--- config.mk ---
export PLATFORM = sky130hd
export DESIGN_NAME = mux_2x1_arbiter_flat
export DESIGN_NICKNAME = d
export VERILOG_FILES = /design/src/rtl/mux_2x1_arbiter_if.sv /design/src/rtl/mux_2x1_arbiter.sv /design/src/flat_wrapper.sv
export SDC_FILE = /design/constraint.sdc
export NUM_CORES = 1
export LEC_CHECK = 0
export CAP_MARGIN = 20
export CORE_MARGIN = 2
export CORE_UTILIZATION = 35
export DETAILED_ROUTE_END_ITERATION = 7
export GPL_TIMING_DRIVEN = 0
export PLACE_DENSITY = 0.83
export SETUP_SLACK_MARGIN = 0.4
export SYNTH_ARGS = -nofsm -noshare
export SYNTH_HDL_FRONTEND = slang
export SYNTH_SLANG_ARGS = --single-unit
--- constraint.sdc ---
create_clock -name clk -period 2 [get_ports clk]
set_input_delay 0.3 -clock clk [delete_from_list [all_inputs] [get_ports clk]]
set_output_delay 0.3 -clock clk [all_outputs]
set_load 0.005 [all_outputs]
--- src/rtl/mux_2x1_arbiter_if.sv ---
// ---------------------------------------------------------------------------
// mux_2x1_arbiter_if
// Bus bundle between two requesters, the 2:1 arbiter and its downstream sink.
//
//   req_0 / data_0 / gnt_0 : requester 0 request, payload and capture pulse
//   req_1 / data_1 / gnt_1 : requester 1 request, payload and capture pulse
//   out_valid / out_ready  : downstream valid/ready handshake
//   out_data               : captured word presented downstream
//   ctrl                   : mux select of the current owner (0 = port 0)
//   busy                   : status copy of out_valid
//
// Modports:
//   master : the environment side (requesters and downstream sink)
//   slave  : the arbiter itself
// ---------------------------------------------------------------------------
interface mux_2x1_arbiter_if #(
    parameter int WIDTH = 8
);
    logic             req_0;
    logic [WIDTH-1:0] data_0;
    logic             gnt_0;
    logic             req_1;
    logic [WIDTH-1:0] data_1;
    logic             gnt_1;
    logic             out_valid;
    logic             out_ready;
    logic [WIDTH-1:0] out_data;
    logic             ctrl;
    logic             busy;

    modport master (
        output req_0, data_0, req_1, data_1, out_ready,
        input  gnt_0, gnt_1, out_valid, out_data, ctrl, busy
    );

    modport slave (
        input  req_0, data_0, req_1, data_1, out_ready,
        output gnt_0, gnt_1, out_valid, out_data, ctrl, busy
    );
endinterface

--- src/rtl/mux_2x1_arbiter.sv ---
// ---------------------------------------------------------------------------
// mux_2x1_arbiter
// Round-robin 2:1 arbiter feeding a single registered output slot.
// A word is captured whenever the slot is free (empty, or being accepted
// this cycle) and a request is pending; the matching gnt_x pulses for the
// first cycle the captured word is visible downstream.
//
// Ports:
//   clk   : rising-edge clock for all state
//   rst_n : asynchronous active-low reset
//   bus   : mux_2x1_arbiter_if.slave (requests, grants, output handshake)
// ---------------------------------------------------------------------------
module mux_2x1_arbiter #(
    parameter int WIDTH = 8
) (
    input logic              clk,
    input logic              rst_n,
    mux_2x1_arbiter_if.slave bus
);

    typedef enum logic {
        IDLE = 1'b0,
        HOLD = 1'b1
    } state_t;

    state_t           state;
    logic [WIDTH-1:0] data_p0;
    logic             ctrl_p0;
    logic             gnt_0_p0;
    logic             gnt_1_p0;
    logic             last_served;

    logic             free;
    logic             any_req;
    logic             sel;

    // Selection: a lone request wins outright; on a tie the port that was
    // not served last wins.
    always_comb begin
        free    = (state == IDLE) || bus.out_ready;
        any_req = bus.req_0 || bus.req_1;
        sel     = 1'b0;
        if (bus.req_0 && bus.req_1) begin
            sel = ~last_served;
        end else begin
            sel = bus.req_1;
        end
    end

    // ---- stage p0: output slot, grant pulses and round-robin pointer ----
    always_ff @(posedge clk or negedge rst_n) begin
        if (!rst_n) begin
            state       <= IDLE;
            data_p0     <= '0;
            ctrl_p0     <= 1'b0;
            gnt_0_p0    <= 1'b0;
            gnt_1_p0    <= 1'b0;
            last_served <= 1'b1;   // port 0 wins the first tie
        end else begin
            gnt_0_p0 <= 1'b0;
            gnt_1_p0 <= 1'b0;
            if (free) begin
                if (any_req) begin
                    // Capturing on an accept edge replaces the outgoing word
                    // directly, so a steady stream runs with no bubble.
                    state       <= HOLD;
                    data_p0     <= sel ? bus.data_1 : bus.data_0;
                    ctrl_p0     <= sel;
                    last_served <= sel;
                    gnt_0_p0    <= ~sel;
                    gnt_1_p0    <= sel;
                end else begin
                    state <= IDLE;
                end
            end
        end
    end

    assign bus.out_valid = (state == HOLD);
    assign bus.busy      = (state == HOLD);
    assign bus.out_data  = data_p0;
    assign bus.ctrl      = ctrl_p0;
    assign bus.gnt_0     = gnt_0_p0;
    assign bus.gnt_1     = gnt_1_p0;

endmodule

--- src/flat_wrapper.sv ---
// flat-port wrapper written by rule: the top's interface ports become plain ports
module mux_2x1_arbiter_flat 
#(
    parameter int WIDTH = 8
)
  (clk, rst_n, bus_req_0, bus_data_0, bus_req_1, bus_data_1, bus_out_ready, bus_gnt_0, bus_gnt_1, bus_out_valid, bus_out_data, bus_ctrl, bus_busy);
  mux_2x1_arbiter_if #(.WIDTH(WIDTH)) bus_i ();
  input logic clk;
  input logic rst_n;
  input wire logic [$bits(bus_i.req_0)-1:0] bus_req_0;
  input wire logic [$bits(bus_i.data_0)-1:0] bus_data_0;
  input wire logic [$bits(bus_i.req_1)-1:0] bus_req_1;
  input wire logic [$bits(bus_i.data_1)-1:0] bus_data_1;
  input wire logic [$bits(bus_i.out_ready)-1:0] bus_out_ready;
  output wire logic [$bits(bus_i.gnt_0)-1:0] bus_gnt_0;
  output wire logic [$bits(bus_i.gnt_1)-1:0] bus_gnt_1;
  output wire logic [$bits(bus_i.out_valid)-1:0] bus_out_valid;
  output wire logic [$bits(bus_i.out_data)-1:0] bus_out_data;
  output wire logic [$bits(bus_i.ctrl)-1:0] bus_ctrl;
  output wire logic [$bits(bus_i.busy)-1:0] bus_busy;
  assign bus_i.req_0 = bus_req_0;
  assign bus_i.data_0 = bus_data_0;
  assign bus_i.req_1 = bus_req_1;
  assign bus_i.data_1 = bus_data_1;
  assign bus_i.out_ready = bus_out_ready;
  assign bus_gnt_0 = bus_i.gnt_0;
  assign bus_gnt_1 = bus_i.gnt_1;
  assign bus_out_valid = bus_i.out_valid;
  assign bus_out_data = bus_i.out_data;
  assign bus_ctrl = bus_i.ctrl;
  assign bus_busy = bus_i.busy;
  mux_2x1_arbiter #(.WIDTH(WIDTH)) u_core (.clk(clk), .rst_n(rst_n), .bus(bus_i));
endmodule
### After elaboration in Yosys (flattened, before gate mapping)

Cells that the tools add are included.

* input port bits: 21
* bits in registers: 13

* bitwise logic cells: 3
* reduce and logical (&&, ||, !) cells: 4
* mux-type cells: 7

Operators with widths (count)
* $mux 8: 1
* $mux 1: 6
* $not 1->1: 3
* $logic_or 1x1->1: 2
* $reduce_and 2->1: 1
* $logic_and 1x1->1: 1

### Logic depth before layout (Yosys ltp)

Gate-level depths: netlist of run 1.

* depth in word-level cells: 5
* depth in mapped cells: 3
* depth with buffers taken out: 3

### Worst setup path after synthesis of run 1

OpenSTA, ideal clock, no wires.

* kind: reg-to-reg
* start: reg u_core.last_served
* end: reg u_core.data_p0[4], in the netlist u_core.bus.out_data[4]
* data arrival time: 1.231 ns
* setup slack: 0.645 ns
* required time: 1.875 ns
* stages on the path, launching flop included: 4
* cell sequence: dfstp_2 > a21bo_4 > mux2_4 > mux2_2

* word-level cells in the longest chain between the ends: 3

RTL lines
* start: declaration: line mux_2x1_arbiter.sv:31 `logic last_served;`
* start signal: assignment: line mux_2x1_arbiter.sv:69 `last_served <= sel;`
* $not 1->1: line mux_2x1_arbiter.sv:44 `sel = ~last_served;`
* $mux 1: line mux_2x1_arbiter.sv:43 `if (bus.req_0 && bus.req_1) begin`
* $mux 8: line mux_2x1_arbiter.sv:67 `data_p0 <= sel ? bus.data_1 : bus.data_0;`
* end signal: assignment: line mux_2x1_arbiter.sv:67
* end: declaration: line mux_2x1_arbiter.sv:27 `logic [WIDTH-1:0] data_p0;`

Every way passes these cells.
A chain may end at the register's enable or synchronous reset.

### Final worst setup path of run 1

* start: in bus_req_1
* end: reg u_core.data_p0[6], in the netlist u_core.bus.out_data[6]

* word-level cells in the longest chain between the ends: 3
* elaborated cells between the ends (all ways): 5
* those cells by class: mux (2); reduce/logical (3)

RTL lines
* start: declaration: line flat_wrapper.sv:12 `input wire logic [$bits(bus_i.req_1)-1:0] bus_req_1;`
* $logic_and 1x1->1: line mux_2x1_arbiter.sv:43
* $mux 1: line mux_2x1_arbiter.sv:43
* $mux 8: line mux_2x1_arbiter.sv:67

Several ways; a longest one is shown, not always the timed one.

==> results.md, run 1 <==
- The flow ran to the end, and the final reports show no timing, DRC or antenna violations.
- Setup repair after global routing left no endpoint under its margin.
- Summing the areas of all and, or, nand and nor instances in the mapped netlist gives 9.98% of the synthesized area.
- Setup violations remaining at the end of the flow were counted as 0.
- The buffers inserted during post-CTS setup optimization is 0.
- For the pin with the worst max-slew slack, the measured transition is 0.581 ns.
- The number of antenna violations at the first check in global routing is 0.
- The die outline height is 45.0 um.
- The number of remaining DRC errors is 0.
- The synthesized netlist devotes 0% of its cell area to adder and majority cells.
- The count of antenna-violating nets left after detailed routing is 0.
- Headroom to the max-slew limit came out at 61.2%.
- Across the run, the number of max-cap violations was 0.
- The leading area contributor after synthesis is sky130_fd_sc_hd__dfrtp_1.
- CTS built an H-tree with a depth of 1.
- The floorplan has 14 rows.
- The leakage dissipation is 0.430 nW.
- The final global-route overflow total is 0.
- The required time of the critical path is 2.16 ns.
- The post-synthesis sequential element count is 13.
- The beginning of the worst register-to-register path is u_core.last_served.
- The count of endpoints failing hold in the final timing report is 0.
- The layout overhead on the synthesized area is 64.3%.
- 0 antenna diodes ended up in the layout.
- Global routing used 15.8% of the available tracks.
- At the end of the flow, the number of nets in the layout was 100.
- The smallest hold slack is 0.397 ns.
- The width of the chip is 45.0 um.
- In this run the worst path has a maximum fanout of 5.
- The cell internal power dissipation is 524 uW.
- The number of buffers inserted by port buffering is 33.
- The synthesized netlist contains 16 unique library cells.
- After synthesis, the largest family of logic cells by area is multiplexers.
- The number of top-level pins is 34.
- The combined area of all synthesized cells is 589 um2.
- Once the clock tree was built, the resizer swapped 0 gates to a different size.
- The clock skew is 0.00183 ns.
- By area the synthesized netlist is led by sky130_fd_sc_hd__dfrtp_1, sky130_fd_sc_hd__mux2_4, sky130_fd_sc_hd__mux2_2, sky130_fd_sc_hd__a221o_1, sky130_fd_sc_hd__dfstp_2.
- Summed over all failing endpoints, the final setup total negative slack is 0 ns.
- A synthesized cell averages 14.4 um2.
- The total number of vias is 478.
- The synthesized netlist devotes 15.5% of its cell area to compound gates.
- The portion of synthesized area spent on multiplexers is 17.8%.
- The capturing element type of the critical path is a flip-flop.
- The shortest period the worst path allows is 1.55 ns.
- The number of nets handed over by synthesis was 62.
- The effective utilization at floorplan is 38.2%.
- Combinational logic is responsible for 29.8% of the overall power.
- The highest ir drop seen on vdd is 365 uV.
- In this run, flip-flops and latches consume 46.9% of the power.
- For this block, the initial DRC count from the detailed router was 2.
- The TritonCTS clock tree is built.
- The portion of total power attributed to the clock network is 23.2%.
- The design draws 694 uW.
- The type of the worst setup path is primary input to flip-flop.
- The first global-routing pass estimated 2230 um of wire.
- After layout, the worst path uses 77.5% of the clock period.
- The type of the most critical hold path is primary input to async pin.
- The max-slew violation count was 0.
- During synthesis, Yosys emitted a total of 0 warnings.
- The number of instances in the synthesized netlist is 41.
- Summed over its instances, the top area cell type makes up 51.0% of the synthesized netlist area.
- The total detailed-routing wirelength is 1500 um.
- The xor/xnor cell area share of the yosys netlist is 0%.
- Tracing the worst setup path back leads to its startpoint at bus_req_1.
- Of the total power, the share spent switching nets is 24.5%.
- The clock slew at the register clock pins of the worst setup and hold paths is 0.08 ns.
- The filler cells instantiated in the layout total 129.
- Hold repair after CTS inserted 0 buffers.
- The number of search-and-repair iterations in the first detailed-routing pass is 4.
- The average detailed-routed wire length per instance is 15.9 um.
- The congestion estimate from routability-driven global placement came to 0.734.
- STA puts the critical path data arrival time at 1.71 ns.
- The area of the die is 2030 um2.
- For this design the total switching power over the nets is 170 uW.
- Cells with a size suffix above 1 make up 21.8% of the layout.
- The via count of the first global-routing pass came to 537.
- The fmax is 645 MHz.
- Entering global routing, the biggest net connects 14 pins.
- Dividing the detail-routed via count by the number of cells gives 5.09.
- The core region is 1540 um2.
- Sequential cells were found to cover 55.4% of the synthesized design area.
- For this design, the sink count on the clock tree is 13.
- Power spread over the standard cell area amounts to 717 nW/um2.
- The number of clock buffers added by TritonCTS is 3.
- In this run the deepest clock path goes through 2 buffers.
- The cell sitting at the root of the clock tree is a sky130_fd_sc_hd__clkbuf_4.
- The critical path launch point type is a primary input.
- At the later pin of the worst-skew pair, clock insertion delay measures 0.27 ns.
==> cell usage in the layout, fill, tap and decap left out <==
master and n:
sky130_fd_sc_hd__a21bo_4 1, sky130_fd_sc_hd__a21boi_2 1, sky130_fd_sc_hd__a21o_1 2, sky130_fd_sc_hd__a221o_1 4
sky130_fd_sc_hd__and3_1 4, sky130_fd_sc_hd__buf_4 1, sky130_fd_sc_hd__clkbuf_1 1, sky130_fd_sc_hd__clkbuf_4 3
sky130_fd_sc_hd__clkdlybuf4s50_1 32, sky130_fd_sc_hd__dfrtp_1 12, sky130_fd_sc_hd__dfstp_2 1, sky130_fd_sc_hd__dlymetal6s2s_1 1
sky130_fd_sc_hd__mux2_2 4, sky130_fd_sc_hd__mux2_4 4, sky130_fd_sc_hd__nand2_1 1, sky130_fd_sc_hd__nand2b_1 1
sky130_fd_sc_hd__nor2_1 2, sky130_fd_sc_hd__nor2b_1 1, sky130_fd_sc_hd__nor3_2 1, sky130_fd_sc_hd__o21ai_2 1
==> power groups by stage <==
stage | registers, mW | clock network, mW | logic, mW
6_report | 0.326 | 0.161 | 0.207
3_3_place_gp | 0.327 | 0 | 0.202
5_1_grt | 0.329 | 0.175 | 0.222
4_1_cts | 0.326 | 0.166 | 0.210
3_5_place_dp | 0.331 | 0 | 0.209
2_1_floorplan | 0.331 | 0 | 0.0724
==> per-stage QoR <==
stage,util [%],setup WS (ns),area (um2),cells
2_1_floorplan,-,0.645,589,41
3_3_place_gp,61.0,0.217,940,90
3_5_place_dp,61.0,0.159,940,90
4_1_cts,62.7,0.437,966,94
5_1_grt,62.8,0.414,968,94
6_report,62.8,0.450,968,94
==> cell usage after synthesis <==
library cell	instances
sky130_fd_sc_hd__dfrtp_1	12
sky130_fd_sc_hd__a221o_1	4
sky130_fd_sc_hd__and3_1	4
sky130_fd_sc_hd__mux2_2	4
sky130_fd_sc_hd__mux2_4	4
sky130_fd_sc_hd__a21o_1	2
sky130_fd_sc_hd__nor2_1	2
sky130_fd_sc_hd__a21bo_4	1
sky130_fd_sc_hd__a21boi_2	1
sky130_fd_sc_hd__buf_4	1
sky130_fd_sc_hd__dfstp_2	1
sky130_fd_sc_hd__nand2_1	1
sky130_fd_sc_hd__nand2b_1	1
sky130_fd_sc_hd__nor2b_1	1
sky130_fd_sc_hd__nor3_2	1
sky130_fd_sc_hd__o21ai_2	1
==> final timing paths <==
check                                         end  slack, ns  cells after the start
setup / recovery           u_core.bus.out_data[6]       0.45                      4
max in group asynchronous  u_core.bus.out_data[7]       1.23                      1
hold reg to reg                   u_core.bus.ctrl       0.50                      1
hold / removal                    u_core.bus.busy       0.40                      1
min in group clk                  u_core.bus.ctrl       0.50                      1
setup reg to reg           u_core.bus.out_data[6]       0.55                      3
==> layer usage <==
layer | track usage (%) | routed length, um | vias up
li1 | - | - | 228
met1 | 14.7 | 535 | 230
met2 | 31.4 | 872 | 18
met3 | 4.00 | 80 | 2
met4 | 6.47 | 9 | 0
met5 | 0 | 0 | -
==> kinds of logic after synthesis <==
logic type	after synthesis
multiplexers	8
flip-flops	13
AND/OR/NAND/NOR	10
AO/OA/AOI/OAI	9
buffers and inverters	1
==> area by class of cell <==
| type | instances | area, um2 | area share, % |
|---|---|---|---|
| Clock buffer | 4 | 26.3 | 2.71 |
| Multi-Input combinational cell | 27 | 255 | 26.4 |
| Timing Repair Buffer | 33 | 333 | 34.4 |
| Buffer | 1 | 7.51 | 0.775 |
| Sequential cell | 13 | 327 | 33.7 |
| Tap cell | 16 | 20.0 | 2.07 |
==> registers in the layout, indices dropped and copies added, names as in the netlist <==
name / flops
u_core.bus.busy: 1
u_core.bus.ctrl: 1
u_core.bus.gnt_0: 1
u_core.bus.gnt_1: 1
u_core.bus.out_data: 8
u_core.last_served: 1
==> worst max-delay path, cell delays in order <==
cell	delay [ns]
sky130_fd_sc_hd__clkdlybuf4s50_1	0.55
sky130_fd_sc_hd__a21bo_4	0.29
sky130_fd_sc_hd__mux2_4	0.30
sky130_fd_sc_hd__mux2_2	0.27
Power figures use the tool's default switching activity.
==> run 2: changes to the inputs <==
--- a/config.mk
+++ b/config.mk
@@ -7,10 +7,10 @@
 export LEC_CHECK = 0
 export CAP_MARGIN = 20
 export CORE_MARGIN = 2
-export CORE_UTILIZATION = 35
+export CORE_UTILIZATION = 32
 export DETAILED_ROUTE_END_ITERATION = 7
 export GPL_TIMING_DRIVEN = 0
-export PLACE_DENSITY = 0.83
+export PLACE_DENSITY = 0.8
 export SETUP_SLACK_MARGIN = 0.4
 export SYNTH_ARGS = -nofsm -noshare
 export SYNTH_HDL_FRONTEND = slang
==> constraint.sdc (replaced) <==
create_clock -name clk -period 1.26 [get_ports clk]
set_input_delay 0.189 -clock clk [delete_from_list [all_inputs] [get_ports clk]]
set_output_delay 0.189 -clock clk [all_outputs]
set_load 0.005 [all_outputs]
==> run 2 against run 1 <==
Effect of this change:
- the run now ends with setup timing left
- combinational power increased by 90%
- clock skew increased by 0.0043 ns
- final cell count increased by 24%
- sequential cell count unchanged
- global-route usage decreased by 0.34 points
- critical path type is now flip-flop to flip-flop
- critical endpoint unchanged
==> results.md, run 2 (same netlist as run 1, synthesis figures left out) <==
- The flow ran to the end, but the final reports show violations.
- The checks that failed: setup timing.
- The wire length of the first global-routing pass is 2290 um (+2.8%).
- The layout overhead on the synthesized area is 89.2%.
- The placement row count is 15 (+1).
- The required time of the critical path is 1.43 ns (-0.73 ns).
- The maximum number of pins on one net before global-route repair was 14 (unchanged).
- The maximum level of the CTS H-tree is 1 (unchanged).
- The worst setup path is captured at a flip-flop.
- The cell family contributing the most delay on the critical path is multiplexers.
- Setup repair after global routing could not meet its margin everywhere.
- The total number of vias is 546 (+14%).
- The clock insertion delay at the later pin of the skew report is 0.28 ns (about the same).
- The number of antenna violations at the first check in global routing is 0 (unchanged).
- The layout cell share with drive strength beyond 1 is 54.3% (+33 points).
- The average detailed-routed wire length per instance came to 14.2 um (-11%).
- The post-route clock period utilization is 110%.
- The starting DRC count in detailed routing was 9 (+7).
- The highest ir drop seen on vdd is 532 uV (+46%).
- The antenna diode count was 0 (unchanged).
- The standard cell with the maximum stage delay on the critical path is sky130_fd_sc_hd__dfstp_2.
- The data arrival time at the worst-slack endpoint is 1.56 ns (-0.15 ns).
- The path class of the tightest hold or removal check is primary input to async pin.
- The number of sinks handled by clock tree synthesis came to 13 (unchanged).
- The via density per instance is 4.67 (-8.2%).
- The max-slew violation count is 0 (unchanged).
- Subtracting the final worst setup slack from the clock period gives 1.39 ns.
- The wire length on met3 came to 74 um (-7.5%).
- The number of buffer and inverter stages on the critical path was 0 (-1).
- The width of the chip came to 46.9 um (+4.2%).
- The placed wire-length estimate after detailed placement is 1090 um.
- The final non-filler cell area is 1110 um2 (+15%).
- The normalized max-slew margin is 60.6% (-0.59 points).
- The placer congestion estimate is 0.692 (-5.8%).
- The worst setup margin is -0.130 ns (-0.581 ns).
- The count of antenna-violating nets left after detailed routing came to 0 (unchanged).
- The global-route usage over all layers is 15.4% (-0.34 points).
- The area of the die is 2200 um2 (+8.5%).
- STA classifies the critical path startpoint as a flip-flop.
- The library cells used most frequently in the layout, excluding fill and tap cells, are sky130_fd_sc_hd__clkdlybuf4s50_1, sky130_fd_sc_hd__dfrtp_1, sky130_fd_sc_hd__buf_2.
- The routed length on met1 came to 624 um (+17%).
- TritonCTS built the clock tree.
- The final net count is 114 (+14%).
- The via count of the first global-routing pass is 531 (-1.1%).
- Timing would allow up to 719 MHz.
- The power density over the cells was 1050 nW/um2 (+46%).
- The count of endpoints failing hold in the final timing report is 0 (unchanged).
- The signal on the critical path passes through a21bo_4, mux2_4, mux2_2.
- The cell at the root of the clock tree is sky130_fd_sc_hd__clkbuf_4.
- The number of remaining DRC errors is 0 (unchanged).
- The amount of wire on met2 after detailed routing is 939 um (+7.7%).
- The number of buffers inserted during clock tree synthesis is 3 (unchanged).
- The effective utilization at floorplan is 34.1% (-4.1 points).
- The highest layer touched by signal routing is met4.
- The number of search-and-repair iterations in the first detailed-routing pass was 4 (unchanged).
- The type of the worst setup path is flip-flop to flip-flop.
- The number of top-level pins is 34 (unchanged).
- The clock slew at the register clock pins of the worst setup and hold paths came to 0.08 ns (about the same).
- The library cell used most frequently in the layout, excluding fill and tap cells, is sky130_fd_sc_hd__clkdlybuf4s50_1.
- The die outline height was 46.9 um (+4.2%).
- The peak fanout along the critical path came to 5 (unchanged).
- The floorplan core area is 1730 um2 (+12%).
- The stage delay of the slowest cell on the critical path is 0.55 ns (about the same).
- The clock tree buffer depth is 2 (unchanged).
- The leakage dissipation is 0.533 nW (+24%).
- The count of endpoints failing setup in the final report is 8 (+8).
- The instance area after placement is 951 um2 (+1.2%).
- The total detailed-routing wirelength is 1660 um (+11%).
- The final global-route overflow total is 0 (unchanged).
- The actual transition at the worst max-transition pin is 0.589 ns (+0.00887 ns).
- The overall power after layout is 1.17 mW (+68%).
- The clock skew is 0.00617 ns (+0.00435 ns).
- The number of buffers inserted by port buffering is 33 (unchanged).
- The max-capacitance violation count is 0 (unchanged).
- The flip-flop count of the largest register after layout came to 8 (unchanged).
run 2: worst paths after layout:
path	start	slack [ns]	end	depth (start not counted)
max in group asynchronous	rst_n	0.60	u_core.bus.out_data[2]	1
setup reg to reg	u_core.last_served	-0.13	u_core.bus.out_data[6]	3
hold / removal	rst_n	0.27	u_core.bus.out_data[5]	1
min in group clk	u_core.bus.ctrl	0.48	u_core.bus.ctrl	1
setup / recovery	u_core.last_served	-0.13	u_core.bus.out_data[6]	3
hold reg to reg	u_core.bus.ctrl	0.48	u_core.bus.ctrl	1
run 2: metrics by stage:
stage               setup TNS [ns]  hold slack [ns]  setup WS, ns  cells  util [%]
floorplan                   -0.381           -0.107       -0.0953     41         -
global placement             -3.23            0.471        -0.410     99      55.1
detailed placement           -3.35            0.470        -0.422     99      55.1
CTS                         -0.577            0.285        -0.120    112      60.1
global route                 -1.22            0.323        -0.167    117      64.6
finish                      -0.932            0.274        -0.130    117      64.6
run 2: metal layers:
layer  GRT usage [%]  vias up
met1            15.5      269
met2            27.4       16
met4            9.44        0
met3            5.00        4
met5               0        -
li1                -      257
run 2: layout make-up:
class | instances | area [um2]
Fill cell | 142 | 612
Timing Repair Buffer | 46 | 392
Multi-Input combinational cell | 28 | 328
Sequential cell | 13 | 327
Tap cell | 25 | 31.3
Clock buffer | 4 | 26.3
Buffer | 1 | 11.3
run 2: timing repair:
action,CTS,global route
endpoints found under the setup margin,25,26
gates cloned,1,0
setup buffers,8,5
gates resized for setup,64,8
hold buffers,0,0
pin swaps,6,5
endpoints found under the hold margin,0,0
run 2: where the power goes:
part | total (mW) | switching, mW | internal (mW)
logic | 0.394 | 0.138 | 0.256
registers | 0.509 | 0.0280 | 0.481
clock network | 0.265 | 0.142 | 0.123
==> run 3: changes to the inputs <==
--- a/config.mk
+++ b/config.mk
@@ -5,6 +5,7 @@
 export SDC_FILE = /design/constraint.sdc
 export NUM_CORES = 1
 export LEC_CHECK = 0
+export ABC_CLOCK_PERIOD_IN_PS = 1100
 export CAP_MARGIN = 20
 export CORE_MARGIN = 2
 export CORE_UTILIZATION = 32
==> constraint.sdc (replaced) <==
create_clock -name clk -period 1.1 [get_ports clk]
set_input_delay 0.165 -clock clk [delete_from_list [all_inputs] [get_ports clk]]
set_output_delay 0.165 -clock clk [all_outputs]
set_load 0.005 [all_outputs]
==> run 3 against run 2 <==
Effect of this change:
- the flow finishes with violations (hold timing, setup timing)
- critical path depth is the same
- count of clock-buffer cells in the layout is the same
- non-clock buffer count shrank 7
- global-route usage shrank 0.54 points
- hold slack worse by 0.41 ns
- core utilization fell by 6.9 points
- cell area is 11% lower
- die area is the same
- largest cell class unchanged
==> results.md, run 3 (same netlist as run 1, synthesis figures left out) <==
- The count of antenna-violating nets left after detailed routing is 0 (unchanged).
- The switching part of the total was 25.5% (-0.87 points).
- The final design utilization was 57.7% (-6.9 points).
- The number of top-level pins is 34 (unchanged).
- The number of antenna violations at the first check in global routing is 0 (unchanged).
- The placer congestion estimate was 0.692 (unchanged).
- The actual transition at the worst max-transition pin was 0.591 ns (+0.00168 ns).
- The fmax is 727 MHz (+1.1%).
- The number of cells in the finished layout apart from fillers is 109 (-6.8%).
- The leakage dissipation is 0.487 nW (-8.8%).
- The layout overhead on the synthesized area is 69.0%.
- The capturing element type of the critical path is a flip-flop.
- The portion of total power attributed to the clock network is 23.5% (+0.8 points).
- The number of search-and-repair iterations in the first detailed-routing pass came to 4 (unchanged).
- The layer flagged by global routing as most heavily used is met2.
- The power density over the cells is 1260 nW/um2 (+20%).
- The register area came to 327 um2 (unchanged).
- The die outline height came to 46.9 um (unchanged).
- The type of the worst setup path is flip-flop to flip-flop.
- The global-route met3 utilization is 4.62% (-0.38 points).
- The met1 usage is 14.8% (-0.68 points).
- The antenna diode count is 0 (unchanged).
- The final global-route overflow total is 0 (unchanged).
- The data arrival time at the worst-slack endpoint came to 1.54 ns (-0.02 ns).
- The via count of the first global-routing pass is 504 (-5.1%).
- The max-capacitance violation count is 0 (unchanged).
- The total detailed-routing wirelength is 1500 um (-10%).
- The placement row count is 15 (unchanged).
- The maximum level of the CTS H-tree is 1 (unchanged).
- TritonCTS built the clock tree.
- The global-route usage over all layers is 14.9% (-0.54 points).
- The run finished, with violations left.
- The average detailed-routed wire length per instance was 13.7 um (-3.6%).
- The area of the die was 2200 um2 (unchanged).
- The maximum number of pins on one net before global-route repair is 14 (unchanged).
- The count of endpoints failing hold in the final timing report is 12 (+12).
- In the layout the commonest cells are sky130_fd_sc_hd__clkdlybuf4s50_1, sky130_fd_sc_hd__dfrtp_1, sky130_fd_sc_hd__buf_2.
- The number of sinks handled by clock tree synthesis is 13 (unchanged).
- The number of buffers inserted during clock tree synthesis is 3 (unchanged).
- The highest ir drop seen on vdd was 607 uV (+14%).
- The number of buffers inserted by port buffering came to 33 (unchanged).
- The worst setup slack after placement came to -0.558 ns (-0.136 ns).
- The starting DRC count in detailed routing came to 3 (-6).
- The count of endpoints failing setup in the final report came to 11 (+3).
- The peak fanout along the critical path is 5 (unchanged).
- The clock skew is 0.00547 ns (-0.000706 ns).
- The via density per instance came to 4.68 (+0.26%).
- Setup repair after global routing could not meet its margin everywhere.
- The setup TNS is -1.90 ns (-0.965 ns).
- The floorplan core area is 1730 um2 (unchanged).
- The checks that failed: hold timing, setup timing.
- The clock tree buffer depth came to 2 (unchanged).
- In this run the worst hold path is classified as primary input to async pin.
- The net switching power is 320 uW (+3.8%).
- The total number of vias came to 510 (-6.6%).
- The depth of the worst register-to-register path is 3 (unchanged).
- The cell internal power dissipation is 934 uW (+8.6%).
- The cell at the root of the clock tree is sky130_fd_sc_hd__clkbuf_4.
- The area taken by multi-input logic gates is 284 um2 (-13%).
- The max-slew violation count came to 0 (unchanged).
- The final net count is 106 (-7.0%).
- The clock slew at the register clock pins of the worst setup and hold paths is 0.08 ns (about the same).
- The number of buffers inserted by hold repair at cts is 0 (unchanged).
- The share of power burned in registers is 46.5% (+2.9 points).
- The required time of the critical path was 1.27 ns (-0.16 ns).
- The clock insertion delay at the later pin of the skew report was 0.27 ns (about the same).
- The combinational power share was 30.0% (-3.8 points).
- The instance count after placement with tap cells included was 99 (unchanged).
- The flip-flop count of the largest register after layout was 8 (unchanged).
- The wire length of the first global-routing pass was 2170 um (-5.1%).
- The total of fill cells in the finished design came to 158 (+11%).
- The width of the chip came to 46.9 um (unchanged).
- The layout cell share with drive strength beyond 1 is 47.6% (-6.7 points).
- The placed wire-length estimate after detailed placement is 1090 um (unchanged).
- The met2 demand-to-capacity share in global routing came to 27.1% (-0.27 points).
- The worst setup margin is -0.275 ns (-0.145 ns).
- The overall power after layout is 1.25 mW (+7.3%).
- The worst setup path is launched from a flip-flop.
- The most frequent standard cell in the layout excluding fill and tap cells is sky130_fd_sc_hd__clkdlybuf4s50_1.
- The number of remaining DRC errors is 0 (unchanged).
- The smallest hold slack is -0.131 ns (-0.406 ns).
- The effective utilization at floorplan is 34.1% (unchanged).
- The normalized max-slew margin is 60.5% (about the same).
- The post-route clock period utilization is 125% (+15 points).
- The shortest period the worst path allows is 1.38 ns (-0.0148 ns).
-- run 3: routing by layer --
metal | part of all wire (%) | up-vias | wire [um]
met5 | 0 | - | 0
met4 | 0.80 | 0 | 12
met3 | 4.4 | 2 | 66
met2 | 60 | 12 | 890
met1 | 35 | 255 | 526
li1 | - | 241 | -
-- run 3: metrics by stage --
stage	area (um2)	hold slack (ns)
2_1_floorplan	589	-0.131
6_report	996	-0.131
3_3_place_gp	951	0.471
5_1_grt	996	-0.0888
3_5_place_dp	951	0.470
4_1_cts	986	0.261
-- run 3: cell type report --
type / instances / share of cell area [%]
plain buffers: 1 / 1.13
repair buffers: 39 / 31.8
flip-flops and latches: 13 / 32.8
multi-input cells: 27 / 28.5
well taps: 25 / 3.14
clock buffers: 4 / 2.64
-- run 3: power groups by stage --
stage               registers [mW]  logic (mW)  clock network, mW
global route                 0.590       0.408              0.333
detailed placement           0.600       0.373                  0
floorplan                    0.602       0.132                  0
finish                       0.583       0.376              0.295
CTS                          0.583       0.370              0.308
global placement             0.596       0.369                  0
-- run 3: repair_timing --
action | 4_1_cts | 5_1_grt
gates resized for setup | 55 | 4
endpoints found under the setup margin | 26 | 39
pin swaps | 2 | 3
hold endpoints to repair | 0 | 12
setup buffers | 5 | 1
-- run 3: final timing paths --
kind | to | startpoint | slack (ns)
setup / recovery | u_core.bus.out_data[6] | u_core.last_served | -0.28
hold / removal | u_core.bus.out_data[5] | rst_n | -0.13
setup reg to reg | u_core.bus.out_data[6] | u_core.last_served | -0.28
hold reg to reg | u_core.bus.ctrl | u_core.bus.ctrl | 0.48
max in group asynchronous | u_core.bus.out_data[3] | rst_n | 0.84
min in group clk | u_core.bus.busy | bus_req_1 | 0.44
-- run 3: worst max-delay path, stage by stage (launching register included) --
cell	delay, ns
sky130_fd_sc_hd__dfstp_2	0.55
sky130_fd_sc_hd__a21bo_4	0.17
sky130_fd_sc_hd__mux2_4	0.30
sky130_fd_sc_hd__mux2_2	0.25
==> RTL edit 1: new RTL, flow settings as in run 2 <==
`WIDTH` is set to 8 in 3 places; all go to 7.
--- a/src/rtl/mux_2x1_arbiter_if.sv
+++ b/src/rtl/mux_2x1_arbiter_if.sv
@@ -14,7 +14,7 @@
 //   slave  : the arbiter itself
 // ---------------------------------------------------------------------------
 interface mux_2x1_arbiter_if #(
-    parameter int WIDTH = 8
+    parameter int WIDTH = 7
 );
     logic             req_0;
     logic [WIDTH-1:0] data_0;
--- a/src/rtl/mux_2x1_arbiter.sv
+++ b/src/rtl/mux_2x1_arbiter.sv
@@ -11,7 +11,7 @@
 //   bus   : mux_2x1_arbiter_if.slave (requests, grants, output handshake)
 // ---------------------------------------------------------------------------
 module mux_2x1_arbiter #(
-    parameter int WIDTH = 8
+    parameter int WIDTH = 7
 ) (
     input logic              clk,
     input logic              rst_n,
--- a/src/flat_wrapper.sv
+++ b/src/flat_wrapper.sv
@@ -1,7 +1,7 @@
 // flat-port wrapper written by rule: the top's interface ports become plain ports
 module mux_2x1_arbiter_flat 
 #(
-    parameter int WIDTH = 8
+    parameter int WIDTH = 7
 )
   (clk, rst_n, bus_req_0, bus_data_0, bus_req_1, bus_data_1, bus_out_ready, bus_gnt_0, bus_gnt_1, bus_out_valid, bus_out_data, bus_ctrl, bus_busy);
   mux_2x1_arbiter_if #(.WIDTH(WIDTH)) bus_i ();
Ports: changed (resized bus_data_0, bus_data_1 and bus_out_data); port bits go from 34 to 31. No check against the original RTL was run, so the function may have changed too.
==> RTL edit 1 against run 2 <==
  * Final area decreased by 7.9%
  * Area after synthesis decreased by 9.3%
  * Sequential cell count decreased by 1
  * Routed wire length decreased by 7.3%
  * Total power decreased by 8.1%
  * Setup slack improved by 160 ps
  * Sequential power decreased by 7.3%
==> RTL edit 1: results (changes against run 2) <==
[outcome]
status = finished clean

[timing]
layout_setup_ws_ps = 29.6  ; +160 ps
fin_worst_skew_ps = 11.0  ; +4.83 ps
tightestPinTransition_ps = 532  ; -56.9 ps

[finish]
multi_input_area_share_pct = 27.8  ; -1.6 points
nFillCells = 122  ; -14%
final-clk-cell-share_pct = 2.56  ; +0.20 points
num-multi-input-gates = 37  ; +32%
drive_above_1_share_pct = 46.0  ; -8.3 points
largest_register_ff_count = 7  ; -1
buf_share_pct = 38.4  ; +2.2 points
final_cells = 116  ; -0.85%
clockBufferCount = 4  ; unchanged
seq_share_pct = 29.4  ; +0.061 points

[drt]
drt_pre_antenna_iters = 3  ; -1
wl_per_cell_um = 13.3  ; -6.5%
vias_per_cell = 4.86  ; +4.2%
drt_iter0_markers = 6  ; -3

[critical_path]
worstPathArrival_ps = 1380  ; -180 ps
r2r-start = u_core.bus.busy
reg2regPathDepth = 5  ; +2
r2r_end = u_core.bus.out_data[0]
slowest_stage = dfrtp_1
slowest_delay_ps = 400  ; -150 ps
critPathTopFamily = flip-flops

[synthesis]
synth_area_leaders = dfrtp_1, nand2_1, a31oi_1, dfstp_2, a21oi_1
synth-seq-cells = 12  ; -1
synth_cell_types = 18  ; +2
synth-compound-area-share_pct = 21.1  ; +5.6 points
synthMuxAreaShare_pct = 0  ; -18 points
ys_seq_area_share_pct = 56.4  ; +1.0 points
synth_nets = 71  ; +15%
synthCells = 52  ; +27%
synthTopCellsByCount = dfrtp_1, nand2_1, a21oi_1, a31oi_1, nor2_1

[place]
io_buffers = 30  ; -9.1%
placed_area_um2 = 867  ; -8.8%
pre_cts_ws_ps = -337  ; +84.2 ps
dp_hpwl_um = 1020  ; -6.4%
dp.cells = 98  ; -1.0%

[cts]
cts.repair.resized = 63  ; -1.6%
postCtsSetupBuffers = 11  ; +3

[power]
intPower_uw = 786  ; -8.6%
comb_power_uw = 361  ; -8.4%
seq_power_share_pct = 44.0  ; +0.4 points
power_density_mw_per_mm2 = 1050  ; -0.27%
ir_worst_vdd_mv = 0.516  ; -3.1%
p_leak_uw = 0.000487  ; -8.7%

[global_routing]
grt_max_degree = 13  ; -1
grt_pass1_vias = 545  ; +2.6%
grt_pass1_wl_um = 2220  ; -3.0%
gr-usage-all-layers_pct = 15.6  ; +0.17 points
antenna_found_initial = 0  ; unchanged

[die]
row_count = 14  ; -1

==> RTL edit 1: cell count changes after synthesis, sizes merged, moves of 5 or more <==
cell	change
a21oi	+5
a31oi	+5
mux2	-8
nand2	+11
==> RTL edit 1: routing by layer <==
metal	global-route usage, %	share of wire, %	vias to the layer above
met5	0	0	-
met4	3.53	0	0
met3	5.60	8.0	0
met2	29.6	53	21
met1	16.3	39	263
li1	-	-	280
==> RTL edit 1: worst min-delay path by stage <==
stage / depth (start not counted) / startpoint / slack, ps / to
after global placement: 1 / u_core.bus.ctrl / 460 / u_core.bus.ctrl
after detailed placement: 1 / u_core.bus.ctrl / 480 / u_core.bus.ctrl
after floorplan: 0 / rst_n / -110 / u_core.bus.busy
after CTS: 1 / rst_n / 280 / u_core.bus.out_data[1]
final: 1 / rst_n / 270 / u_core.bus.out_data[1]
after global routing: 1 / rst_n / 310 / u_core.bus.out_data[1]
==> RTL edit 2: new RTL, flow settings as in run 2 <==
Without the edit above. Reset style: synchronous (`rst_n`), changed in one clocked block. Comments in the files are not updated.
--- a/src/rtl/mux_2x1_arbiter.sv
+++ b/src/rtl/mux_2x1_arbiter.sv
@@ -48,7 +48,7 @@
     end
 
     // ---- stage p0: output slot, grant pulses and round-robin pointer ----
-    always_ff @(posedge clk or negedge rst_n) begin
+    always_ff @(posedge clk) begin
         if (!rst_n) begin
             state       <= IDLE;
             data_p0     <= '0;
Function: differs if rst_n is asserted again (counterexample within 4 cycles, from zero or initial values and one cycle with rst_n low); with rst_n held inactive, the same outputs for 10 cycles.
==> RTL edit 2 against run 2 <==
  * Sequential cell count is the same
  * Final area grew 0.79%
  * Routed wire length up 9.6%
  * Sequential power is 6.5% lower
  * Core utilization up 0.51 points
  * Total power fell by 9.9%
  * Highest routed layer unchanged
  * Area after synthesis down 0.42%
  * Setup slack gained 300 ps
==> RTL edit 2: results (changes against run 2) <==
[outcome]
status = finished clean

[drt]
wl_per_cell_um = 13.0  ; -8.4%
drt_pre_antenna_iters = 5  ; +1
via_count = 685  ; +25%
drt_iter0_markers = 9  ; unchanged
wirelength_um = 1820  ; +9.6%

[place]
dp.cells = 125  ; +26%
finalWeightedCongestion = 0.770  ; +11%
dp_hpwl_um = 1080  ; -1.0%
io_buffers = 33  ; unchanged

[finish]
insertedDiodeCount = 0  ; unchanged
drive_above_1_share_pct = 48.7  ; -5.7 points
largest_register_ff_count = 8  ; unchanged

[cts]
worstSkewPairLatency_ps = 270
cts.reportedPaths.clkPinSlew_ps = 80  ; about the same
cts.htree.levels = 1  ; unchanged
cts-buffers-inserted = 3  ; unchanged
clockBufferDepth = 2  ; unchanged
cts_root_buf = clkbuf_4

[hold_path]
hold_class = in -> reg

[critical_path]
path_max_fanout = 6  ; +1
worstPathArrival_ps = 1280  ; -280 ps

[global_routing]
antenna_found_initial = 0  ; unchanged
grt_pass1_vias = 622  ; +17%
gr-usage-all-layers_pct = 16.8  ; +1.3 points
grt_max_degree = 11  ; -3
grt_pass1_wl_um = 2550  ; +11%

[synthesis]
synthTopCellsByCount = nand2_1, dfxtp_1, a21oi_1
synth_nets = 88  ; +42%
synth_area_leaders = dfxtp_1, nand2_1, a311oi_1, a21oi_1, buf_6
synth_cell_types = 21  ; +5
yosys_warnings = 0  ; unchanged
postSynth.asyncResetShare_pct = 0  ; -100 points
ys_seq_area_share_pct = 44.3  ; -11 points
synthCells = 67  ; +63%
synthFlopType = dfxtp_1

[flow_run]
maxCapViolations = 0  ; unchanged

[power]
p_leak_uw = 0.000492  ; -7.8%
p_switching_uw = 281  ; -8.9%
ir_worst_vdd_mv = 0.662  ; +24%

[timing]
tightestPinTransition_ps = 207  ; -382 ps
fin_worst_skew_ps = 1.22  ; -4.96 ps

RTL edit 2: power groups by stage:
stage | clock [µW] | sequential [µW] | combinational, µW
5_1_grt | 274 | 480 | 343
3_3_place_gp | 0 | 476 | 265
6_report | 257 | 476 | 320
3_5_place_dp | 0 | 477 | 270
2_1_floorplan | 0 | 479 | 111
4_1_cts | 252 | 471 | 293
RTL edit 2: logic make-up after synthesis:
family                 after synthesis  share of synthesized area [%]
and+or+nand+nor                     23                           17.5
DFF                                 13                           44.3
buffers and inverters                7                           7.67
AOI/OAI and AO/OA                   24                           30.5
RTL edit 2: through the flow:
stage / setup slack, ps / instance area, µm² / util, %
2_1_floorplan: 187 / 618 / -
3_3_place_gp: -458 / 980 / 56.7
3_5_place_dp: -496 / 980 / 56.7
4_1_cts: 184 / 1080 / 62.4
5_1_grt: 125 / 1120 / 65.1
6_report: 169 / 1120 / 65.1
RTL edit 2: path summary, 6_finish.rpt:
path | start | to | slack [ps] | cells past startpoint
worst min register to register | u_core.bus.out_data[6] | u_core.bus.out_data[6] | 520 | 2
worst min-delay path | bus_req_1 | u_core.bus.busy | 270 | 3
worst max register to register | u_core.last_served | u_core.bus.out_data[1] | 170 | 3
worst max-delay path | u_core.last_served | u_core.bus.out_data[1] | 170 | 3
RTL edit 2: repair_timing:
action                     CTS  global route
resized for setup           69            10
gates cloned                 2             0
setup buffers                8             1
pin swaps                    2             0
setup endpoints to repair   26            26
RTL edit 2: critical path, cell delays in order (launching register included):
cell,delay [ps]
dfxtp_4,380
a21boi_4,240
nand2_1,110
a311oi_2,270
RTL edit 2: cell type report:
cell class,instances,area (µm²)
Fill cell,148,603
Tap cell,25,31.3
Inverter,2,8.76
Multi-Input combinational cell,48,350
Sequential cell,13,275
Clock buffer,4,26.3
Timing Repair Buffer,43,373
Buffer,5,58.8
RTL edit 2: per-layer routing:
metal  track usage (%)  vias up  wire, µm
met1              17.9      307       753
li1                  -      338         -
met2              29.6       34       865
met3              3.46        6       148
met5                 0        -         0
met4              11.1        0        57
